$ cat config.mk
export PLATFORM = sky130hd
export DESIGN_NAME = multi_port_rob
export DESIGN_NICKNAME = d
export VERILOG_FILES = /design/src/rtl/multi_port_rob_pkg.sv /design/src/rtl/rob_commit_select.sv /design/src/rtl/multi_port_rob.sv
export SDC_FILE = /design/constraint.sdc
export NUM_CORES = 2
export LEC_CHECK = 0
export BUFFER_PORTS_ARGS = -buffer_cell sky130_fd_sc_hd__buf_2
export CORE_MARGIN = 1
export CORE_UTILIZATION = 58
export DETAILED_ROUTE_END_ITERATION = 6
export PLACE_DENSITY = 0.73
export REMOVE_ABC_BUFFERS = 1
export SLEW_MARGIN = 20
export SYNTH_ARGS = -nofsm -noshare
export SYNTH_HDL_FRONTEND = slang
export SYNTH_HIERARCHICAL = 1
export SYNTH_SLANG_ARGS = --single-unit
$ cat constraint.sdc
create_clock -name clk -period 5.3 [get_ports clk]
set_input_delay 0.795 -clock clk [delete_from_list [all_inputs] [get_ports clk]]
set_output_delay 0.795 -clock clk [all_outputs]
set_load 0.02 [all_outputs]
$ cat src/rtl/multi_port_rob_pkg.sv
// Shared defaults for the multi-port reorder buffer.
// Holds the default entry-address, register-index, PC and finish-port widths
// used as parameter defaults by multi_port_rob and its sub-modules.
package multi_port_rob_pkg;

  localparam int unsigned ROB_SEL_DEF   = 6;
  localparam int unsigned ROB_NUM_DEF   = 1 << ROB_SEL_DEF;
  localparam int unsigned REG_SEL_DEF   = 5;
  localparam int unsigned INSN_LEN_DEF  = 32;
  localparam int unsigned FIN_PORTS_DEF = 4;

endpackage

$ cat src/rtl/rob_commit_select.sv
// Two-slot in-order commit selection for the reorder buffer.
// Ports:
//   flush                      - suppresses all commits this cycle
//   head_valid/head_finished   - state of the entry at the head
//   next_valid/next_finished   - state of the entry at head+1
//   commit1_c/commit2_c        - head / head+1 commit this cycle
//   comnum_c                   - number of entries committing (0..2)
module rob_commit_select (
  input  logic       flush,
  input  logic       head_valid,
  input  logic       head_finished,
  input  logic       next_valid,
  input  logic       next_finished,
  output logic       commit1_c,
  output logic       commit2_c,
  output logic [1:0] comnum_c
);

  // The second slot may only retire behind the first to keep program order.
  assign commit1_c = ~flush & head_valid & head_finished;
  assign commit2_c = commit1_c & next_valid & next_finished;
  assign comnum_c  = 2'(commit1_c) + 2'(commit2_c);

endmodule

$ cat src/rtl/multi_port_rob.sv
// Multi-port reorder buffer: two dispatch slots, FIN_PORTS finish ports,
// up to two in-order commits per cycle.
// Ports:
//   clk, reset                      - clock, synchronous active-high reset
//   dp1_*/dp2_*                     - dispatch slots (slot 2 requires slot 1)
//   finish_ex_i/finish_ex_addr_i    - per-port finish strobes and entry addresses
//   flush_i                         - discard all in-flight entries
//   commit_ptr_1_o/commit_ptr_2_o   - head and head+1
//   comnum_o, arfwe_*_o, dst_arf_*_o, pc_com_1_o - commit information
//   count_o, full_o                 - occupancy and near-full indication
module multi_port_rob
  import multi_port_rob_pkg::*;
#(
  parameter int unsigned ROB_SEL   = ROB_SEL_DEF,
  parameter int unsigned REG_SEL   = REG_SEL_DEF,
  parameter int unsigned INSN_LEN  = INSN_LEN_DEF,
  parameter int unsigned FIN_PORTS = FIN_PORTS_DEF
) (
  input  logic                         clk,
  input  logic                         reset,
  input  logic                         dp1_i,
  input  logic                         dp2_i,
  input  logic [ROB_SEL-1:0]           dp1_addr_i,
  input  logic [ROB_SEL-1:0]           dp2_addr_i,
  input  logic [INSN_LEN-1:0]          pc_dp1_i,
  input  logic [INSN_LEN-1:0]          pc_dp2_i,
  input  logic                         dstvalid_dp1_i,
  input  logic                         dstvalid_dp2_i,
  input  logic [REG_SEL-1:0]           dst_dp1_i,
  input  logic [REG_SEL-1:0]           dst_dp2_i,
  input  logic [FIN_PORTS-1:0]         finish_ex_i,
  input  logic [FIN_PORTS*ROB_SEL-1:0] finish_ex_addr_i,
  input  logic                         flush_i,
  output logic [ROB_SEL-1:0]           commit_ptr_1_o,
  output logic [ROB_SEL-1:0]           commit_ptr_2_o,
  output logic [1:0]                   comnum_o,
  output logic                         arfwe_1_o,
  output logic                         arfwe_2_o,
  output logic [REG_SEL-1:0]           dst_arf_1_o,
  output logic [REG_SEL-1:0]           dst_arf_2_o,
  output logic [INSN_LEN-1:0]          pc_com_1_o,
  output logic [ROB_SEL:0]             count_o,
  output logic                         full_o
);

  localparam int unsigned ROB_NUM = 1 << ROB_SEL;
  localparam int unsigned CNT_W   = ROB_SEL + 1;

  // Entry state
  logic [ROB_NUM-1:0]  valid;
  logic [ROB_NUM-1:0]  finished;
  logic [ROB_NUM-1:0]  dstvalid_q;
  logic [INSN_LEN-1:0] pc_q  [ROB_NUM];
  logic [REG_SEL-1:0]  dst_q [ROB_NUM];

  logic [ROB_SEL-1:0]  head;
  logic [ROB_SEL-1:0]  head_p1;
  logic [CNT_W-1:0]    count;

  logic                commit1;
  logic                commit2;
  logic [1:0]          comnum;
  logic [CNT_W-1:0]    disp_cnt;

  logic [ROB_NUM-1:0]  fin_hit;
  logic [ROB_NUM-1:0]  disp_hit;
  logic [ROB_NUM-1:0]  com_hit;

  assign head_p1 = head + ROB_SEL'(1);

  rob_commit_select u_commit_select (
    .flush         (flush_i),
    .head_valid    (valid[head]),
    .head_finished (finished[head]),
    .next_valid    (valid[head_p1]),
    .next_finished (finished[head_p1]),
    .commit1_c     (commit1),
    .commit2_c     (commit2),
    .comnum_c      (comnum)
  );

  // Per-entry one-hot decode of finish, dispatch and commit events.
  always_comb begin
    fin_hit  = '0;
    disp_hit = '0;
    com_hit  = '0;
    for (int k = 0; k < int'(FIN_PORTS); k++) begin
      if (finish_ex_i[k]) begin
        fin_hit[finish_ex_addr_i[k*ROB_SEL +: ROB_SEL]] = 1'b1;
      end
    end
    if (dp1_i) begin
      disp_hit[dp1_addr_i] = 1'b1;
      if (dp2_i) begin
        disp_hit[dp2_addr_i] = 1'b1;
      end
    end
    if (commit1) com_hit[head]    = 1'b1;
    if (commit2) com_hit[head_p1] = 1'b1;
  end

  assign disp_cnt = CNT_W'(dp1_i) + CNT_W'(dp1_i & dp2_i);

  // Control state: dispatch wins over a same-cycle finish on the same entry,
  // and finishes are only accepted on entries already valid.
  always_ff @(posedge clk) begin
    if (reset) begin
      valid    <= '0;
      finished <= '0;
      head     <= '0;
      count    <= '0;
    end else if (flush_i) begin
      valid    <= '0;
      finished <= '0;
      count    <= '0;
    end else begin
      valid    <= (valid & ~com_hit) | disp_hit;
      finished <= (finished | (fin_hit & valid)) & ~com_hit & ~disp_hit;
      head     <= head + ROB_SEL'(comnum);
      count    <= count + disp_cnt - CNT_W'(comnum);
    end
  end

  // Payload storage; writes while reset/flush are harmless as valid is cleared.
  always_ff @(posedge clk) begin
    if (dp1_i) begin
      pc_q[dp1_addr_i]       <= pc_dp1_i;
      dstvalid_q[dp1_addr_i] <= dstvalid_dp1_i;
      dst_q[dp1_addr_i]      <= dst_dp1_i;
      if (dp2_i) begin
        pc_q[dp2_addr_i]       <= pc_dp2_i;
        dstvalid_q[dp2_addr_i] <= dstvalid_dp2_i;
        dst_q[dp2_addr_i]      <= dst_dp2_i;
      end
    end
  end

  assign commit_ptr_1_o = head;
  assign commit_ptr_2_o = head_p1;
  assign comnum_o       = comnum;
  assign arfwe_1_o      = commit1 & dstvalid_q[head];
  assign arfwe_2_o      = commit2 & dstvalid_q[head_p1];
  assign dst_arf_1_o    = dst_q[head];
  assign dst_arf_2_o    = dst_q[head_p1];
  assign pc_com_1_o     = pc_q[head];
  assign count_o        = count;
  assign full_o         = count > CNT_W'(ROB_NUM - 2);

endmodule
* Word level (Yosys, flattened, before mapping)
Memories as Yosys holds them, arrays and structs flattened. A register that Yosys moved wholly into a read port is not among the register bits. Index checks and enable logic that the tools add are counted.
Word-level totals: register bits after elaboration 205, memory bits (writable) 2368, bits of input ports 121, memories kept 2
Cells by class: add/subtract/negate cells 6, $lt $le $gt $ge 17, muxes and demuxes 48, bitwise operators 21, reduce and logical (&&, ||, !) cells 9
Memories:
- pc_q | depth 64, bits a word 32, read ports 1, clocked after memory_dff 1, wr ports 2, line multi_port_rob.sv:53 | logic [INSN_LEN-1:0] pc_q [ROB_NUM];
- dst_q | depth 64, bits a word 5, read ports 2, clocked after memory_dff 1, wr ports 2, line multi_port_rob.sv:54 | logic [REG_SEL-1:0] dst_q [ROB_NUM];
Operators by type and width (number):
- 64-bit 2-to-1 mux | 9
- 64-bit OR | 7
- 64-bit bitwise AND | 4
- 64-bit bitwise mux | 2
- 64-bit NOT | 2
- 6-bit by 7-bit less-than comparator with 1-bit output, second input constant | 8
- 1-bit demux with 6-bit select | 8
- 6-bit by 1-bit greater-or-equal comparator with 1-bit output, second input constant | 8
- 1-bit binary-select mux with 6-bit select | 6
- 6-bit 2-to-1 mux | 4
- 1-bit 2-to-1 mux | 19
- 1-bit logical AND | 8
- 7-bit by 2-bit adder with 7-bit output | 1
- 1-bit bitwise AND | 7
- 7-bit by 6-bit > comparator with 1-bit output, second input constant | 1
- 7-bit by 2-bit subtractor with 7-bit output | 1
- 6-bit by 1-bit adder with 6-bit output, second input constant | 1
- 6-bit by 2-bit adder with 6-bit output | 1
- 1-bit by 1-bit adder with 2-bit output | 2
- 2-bit OR reduction | 1
- 1-bit NOT | 1

* Logic depth before layout (Yosys ltp)
depth in word-level cells 15, depth in mapped cells 23, depth with buffers taken out 20

* Cells and area by module
Netlist, hierarchy kept.
Modules (own cells, without submodules):
- multi_port_rob | instances 1, cells an instance 8781, area each 137605.7 µm², seq. area each 75972.9 µm²
- rob_commit_select | instances 1, cells an instance 3, area each 27.5 µm², seq. area each 0.0 µm²

* Least setup slack after synthesis
OpenSTA, ideal clock, no wires.
path type register -> register, start reg head[0], in the netlist commit_ptr_1_o[0], end reg count[6], in the netlist count_o[6], arrival 5162 ps, slack 11 ps, cell stages (with the launch flop) 22, path through dfxtp_1 > ha_1 > buf_2 > buf_2 > buf_1 > mux4_2 > nand2_1 > a21oi_1 > nor4_1 > nand2_1 > and3_1 > ha_1 > ha_1 > inv_1 > fa_1 > fa_1 > a21o_1 > a21oi_1 > o21bai_1 > a21oi_1 > xor2_1 > nor2_1
RTL lines:
- from (decl) | line multi_port_rob.sv:56 | logic [ROB_SEL-1:0] head;
- from (signal assigned) | line multi_port_rob.sv:119 | head <= head + ROB_SEL'(comnum);
- 6-bit by 1-bit adder with 6-bit output * | line multi_port_rob.sv:69 | assign head_p1 = head + ROB_SEL'(1);
- net commit_ptr_2_o[1] | line multi_port_rob.sv:35 | output logic [ROB_SEL-1:0] commit_ptr_2_o,
- 1-bit binary-select mux with 6-bit select | line multi_port_rob.sv:75 | .next_valid (valid[head_p1]),
- 1-bit 2-to-1 mux (not written as such) | line multi_port_rob.sv:75
- 1-bit bitwise AND | line rob_commit_select.sv:21 | assign commit2_c = commit1_c & next_valid & next_finished;
- 1-bit bitwise AND * | line rob_commit_select.sv:21
- net commit2 | line multi_port_rob.sv:61 | logic commit2;
- 1-bit by 1-bit adder with 2-bit output * | line rob_commit_select.sv:22 | assign comnum_c = 2'(commit1_c) + 2'(commit2_c);
- net comnum_o[0] | line multi_port_rob.sv:36 | output logic [1:0] comnum_o,
- 7-bit by 2-bit subtractor with 7-bit output * | line multi_port_rob.sv:120 | count <= count + disp_cnt - CNT_W'(comnum);
- to (signal assigned) | line multi_port_rob.sv:120
- to (decl) | line multi_port_rob.sv:58 | logic [CNT_W-1:0] count;
Mark *: on every way through the listed nets, which the timed path passes. The rest lies on a longest branch. The select of a mux whose other input is x is not followed. A chain may end at the register's enable or synchronous reset.

* Worst setup path in the final report
start reg head[2], in the netlist commit_ptr_1_o[2], end out arfwe_2_o
Between the ends: longest elaborated chain between the ends 7
RTL lines:
- branches (longest 6 deep; another with 6-bit by 1-bit adder with 6-bit output)
- 1-bit bitwise AND * | line multi_port_rob.sv:142 | assign arfwe_2_o = commit2 & dstvalid_q[head_p1];
- to (decl) | line multi_port_rob.sv:38 | output logic arfwe_2_o,
Every way passes the cells marked *. The select of a mux whose other input is x is not followed.

==> results.tsv <==
stage	metric	value	unit
floorplan	coreArea	236000	µm²
global_route	grt.total_usage	45.3	%
route	drc	0	
synthesis	synthArstFlopShare	0	%
setup_path	cp-start-kind	flip-flop	
pwr	p_leak	49.2	nW
synthesis	yosysSeqAreaShare	55.2	%
floorplan	initial_core_util	58.4	%
timing	hold_viol	0	
run	cap_violations	0	
pwr	ir_drop	303	µV
synthesis	synth_top_flop_cell	edfxtp_1	
synthesis	synth_common_cells	edfxtp_1, mux2_2, mux4_2	
setup_path	crit_type	reg2out	
setup_path	arrival	4.45	ns
pwr	power.total	44.7	mW
global_route	grt_max_degree	100	
synthesis	synth_compound_area_share	4.11	%
setup_path	cp-end-kind	output port	
route	highest_layer	met5	
cells_and_area	area.growth.synth_to_final	11.0	%
global_route	antenna_found_initial	88	
floorplan	dieArea	239000	µm²
synthesis	avgSynthCellArea	15.7	µm²
setup_path	cp.required	4.51	ns
cells_and_area	finalNetCount	8780	
synthesis	synth_xor_area_share	0.0818	%
pwr	power_density	293	nW/µm²
route	vias	93000	
timing	fmax	191	MHz
clocking	htreeDepth	5	
floorplan	io_pins	187	
route	vias_per_cell	7.71	
cells_and_area	utilization	64.9	%
clocking	cts_root_buf	clkbuf_16	
placed_design	io_buffers	186	
synthesis	synth_top_area_share	53.1	%
clocking	cts_buffer_depth	4	
global_route	grt_pass1_vias	88300	
placed_design	place_area	143000	µm²
synthesis	yosysWarnings	6	
cells_and_area	fin_area	153000	µm²
floorplan	die_h	489	µm
synthesis	ys_ff_latch	2579	
clocking	path_clk_slew	0.06	ns
synthesis	synth.area.top_cells	edfxtp_1, mux2_2, mux4_2, dfxtp_1, clkbuf_1	
synthesis	synthMuxAreaShare	34.2	%
timing	fin_crit_sh	98.9	%
global_route	grt_pass1_wl	734	mm
setup_path	worstRegToRegCells	19	
setup_path	cp_max_fo	24	
floorplan	fp-row-count	178	
placed_design	globalplace.congestion	0.977	
synthesis	ys_types	73	
timing	drv_slew	0	
route	drtAntennaViolNets	0	
route	drt_pass1_iterations	6	
floorplan	fp.dieW	489	µm
timing	min_period	5.24	ns
synthesis	synthSimpleGateAreaFrac	2.76	%
clocking	clock_latency	0.97	ns
route	m1WireLength	186	mm
timing	skew	0.0314	ns
placed_design	dpl.hpwl	320	mm
global_route	grt_overflow	0	
route	wl_met2	237	mm
route	routedWlPerCell	45.2	µm
timing	relSlewSlack	10.3	%
timing	rsz0062_at_grt	yes	
synthesis	syn-cell-area	138000	µm²
timing	setup_viol	0	
hold_path	whs_path_depth	2	
synthesis	synth_fa_ha_area_share	0.180	%
synthesis	syn_inst	8784	
hold_path	hold_class	in2reg	
timing	worst-slew-pin-transition	1.35	ns
route	first_iter_violations	16200	
synthesis	synth_top_cell_by_area	edfxtp_1	
clocking	cts_tree	yes	
clocking	cts-hold-fix-buffers	0	
route	met3_length	81.7	mm
run_status	status	completed	
synthesis	synth_most_common_cell	edfxtp_1	
clocking	cts.sinks	2579	
clocking	cts-buffers-inserted	295	
synthesis	synth_top_family_by_area	multiplexers	
synthesis	synth_edf_count	2432	
route	drt-total-wl	545	mm
cells_and_area	drive_gt1_share	50.0	%
timing repair:
item / CTS / global route
endpoints found under the setup margin: 5 / 9
endpoints found under the hold margin: 0 / 0
pin swaps: 3 / 0
gates resized for setup: 17 / 10
buffers inserted: 3 / 7
gates cloned: 0 / 0
cell usage in the layout, fill, tap and decap left out, drive strengths merged, types with 18 or more instances in the layout:
cell type  count
edfxtp      2432
inv           31
nor4          46
a22o          25
dfxtp        147
buf          663
a211oi        22
nand2        287
o221ai        95
bufinv        18
nand3b        26
diode         62
o21a          31
o22a          83
mux2        2379
a221o         23
a31oi         22
nor2b         48
nand3         69
mux2i        179
o22ai         74
nor2         222
mux4         821
nor4b         20
a221oi        18
a21oi        196
clkbuf       374
o21ai        130
a22oi         56
clkinv       140
final timing paths:
path	start	end	slack [ns]
worst min-delay path	reset	commit_ptr_1_o[5]	0.17
worst max register to register	commit_ptr_1_o[2]	count_o[6]	0.12
worst min register to register	valid[23]	valid[23]	0.52
worst max-delay path	commit_ptr_1_o[2]	arfwe_2_o	0.06
power by group:
part           switching (mW)  internal, mW
logic                    1.39         0.965
registers              0.0956          22.5
clock network            8.45          11.3
total                    9.94          34.8
flip-flops by register name (all words and copies together), names as in the netlist, named ones only:
register / flops
count_o: 7
finished: 64
dst_q: 320
dstvalid_q: 64
valid: 64
commit_ptr_1_o: 6
pc_q: 2048
stage by stage:
| stage | setup WS (ns) | cells | hold slack, ns | setup TNS [ns] |
|---|---|---|---|---|
| floorplan | -19.90 | 7681 | 0.457 | -1599.35 |
| global placement | -0.410 | 11500 | 0.508 | -0.592 |
| detailed placement | -0.135 | 11500 | 0.514 | -0.135 |
| CTS | 0.00242 | 12000 | 0.149 | 0 |
| global route | -0.0412 | 12000 | 0.209 | -0.0412 |
| finish | 0.0571 | 12100 | 0.174 | 0 |
layer usage:
metal,track usage [%],vias to the layer above
met4,29.3,36
li1,-,34900
met2,64.9,8229
met3,16.1,1818
met1,58.4,48000
met5,0,-
kinds of logic after synthesis:
logic type | after synthesis
mux | 3379
flops | 2579
buf+inv | 1166
compound gates | 826
simple gates | 804
fa+ha+maj | 18
xor+xnor | 12
critical path: stages, from the launching register on:
cell,delay (ns)
dfxtp_2,0.33
buf_12,0.15
buf_4,0.20
xnor2_4,0.22
buf_12,0.25
buf_4,0.18
buf_4,0.29
mux4_2,0.54
o21ai_0,0.38
o22ai_1,0.21
o41a_1,0.49
buf_2,0.22
layout make-up:
type	count	area, µm²
Antenna cell	62	155
Clock buffer	374	7850
Clock inverter	129	1070
Fill cell	16600	82800
Inverter	63	282
Multi-Input combinational cell	5039	57800
Sequential cell	2579	76000
Tap cell	3150	3940
Timing Repair Buffer	663	5780
Note: power is estimated with default switching activity, not from simulation.
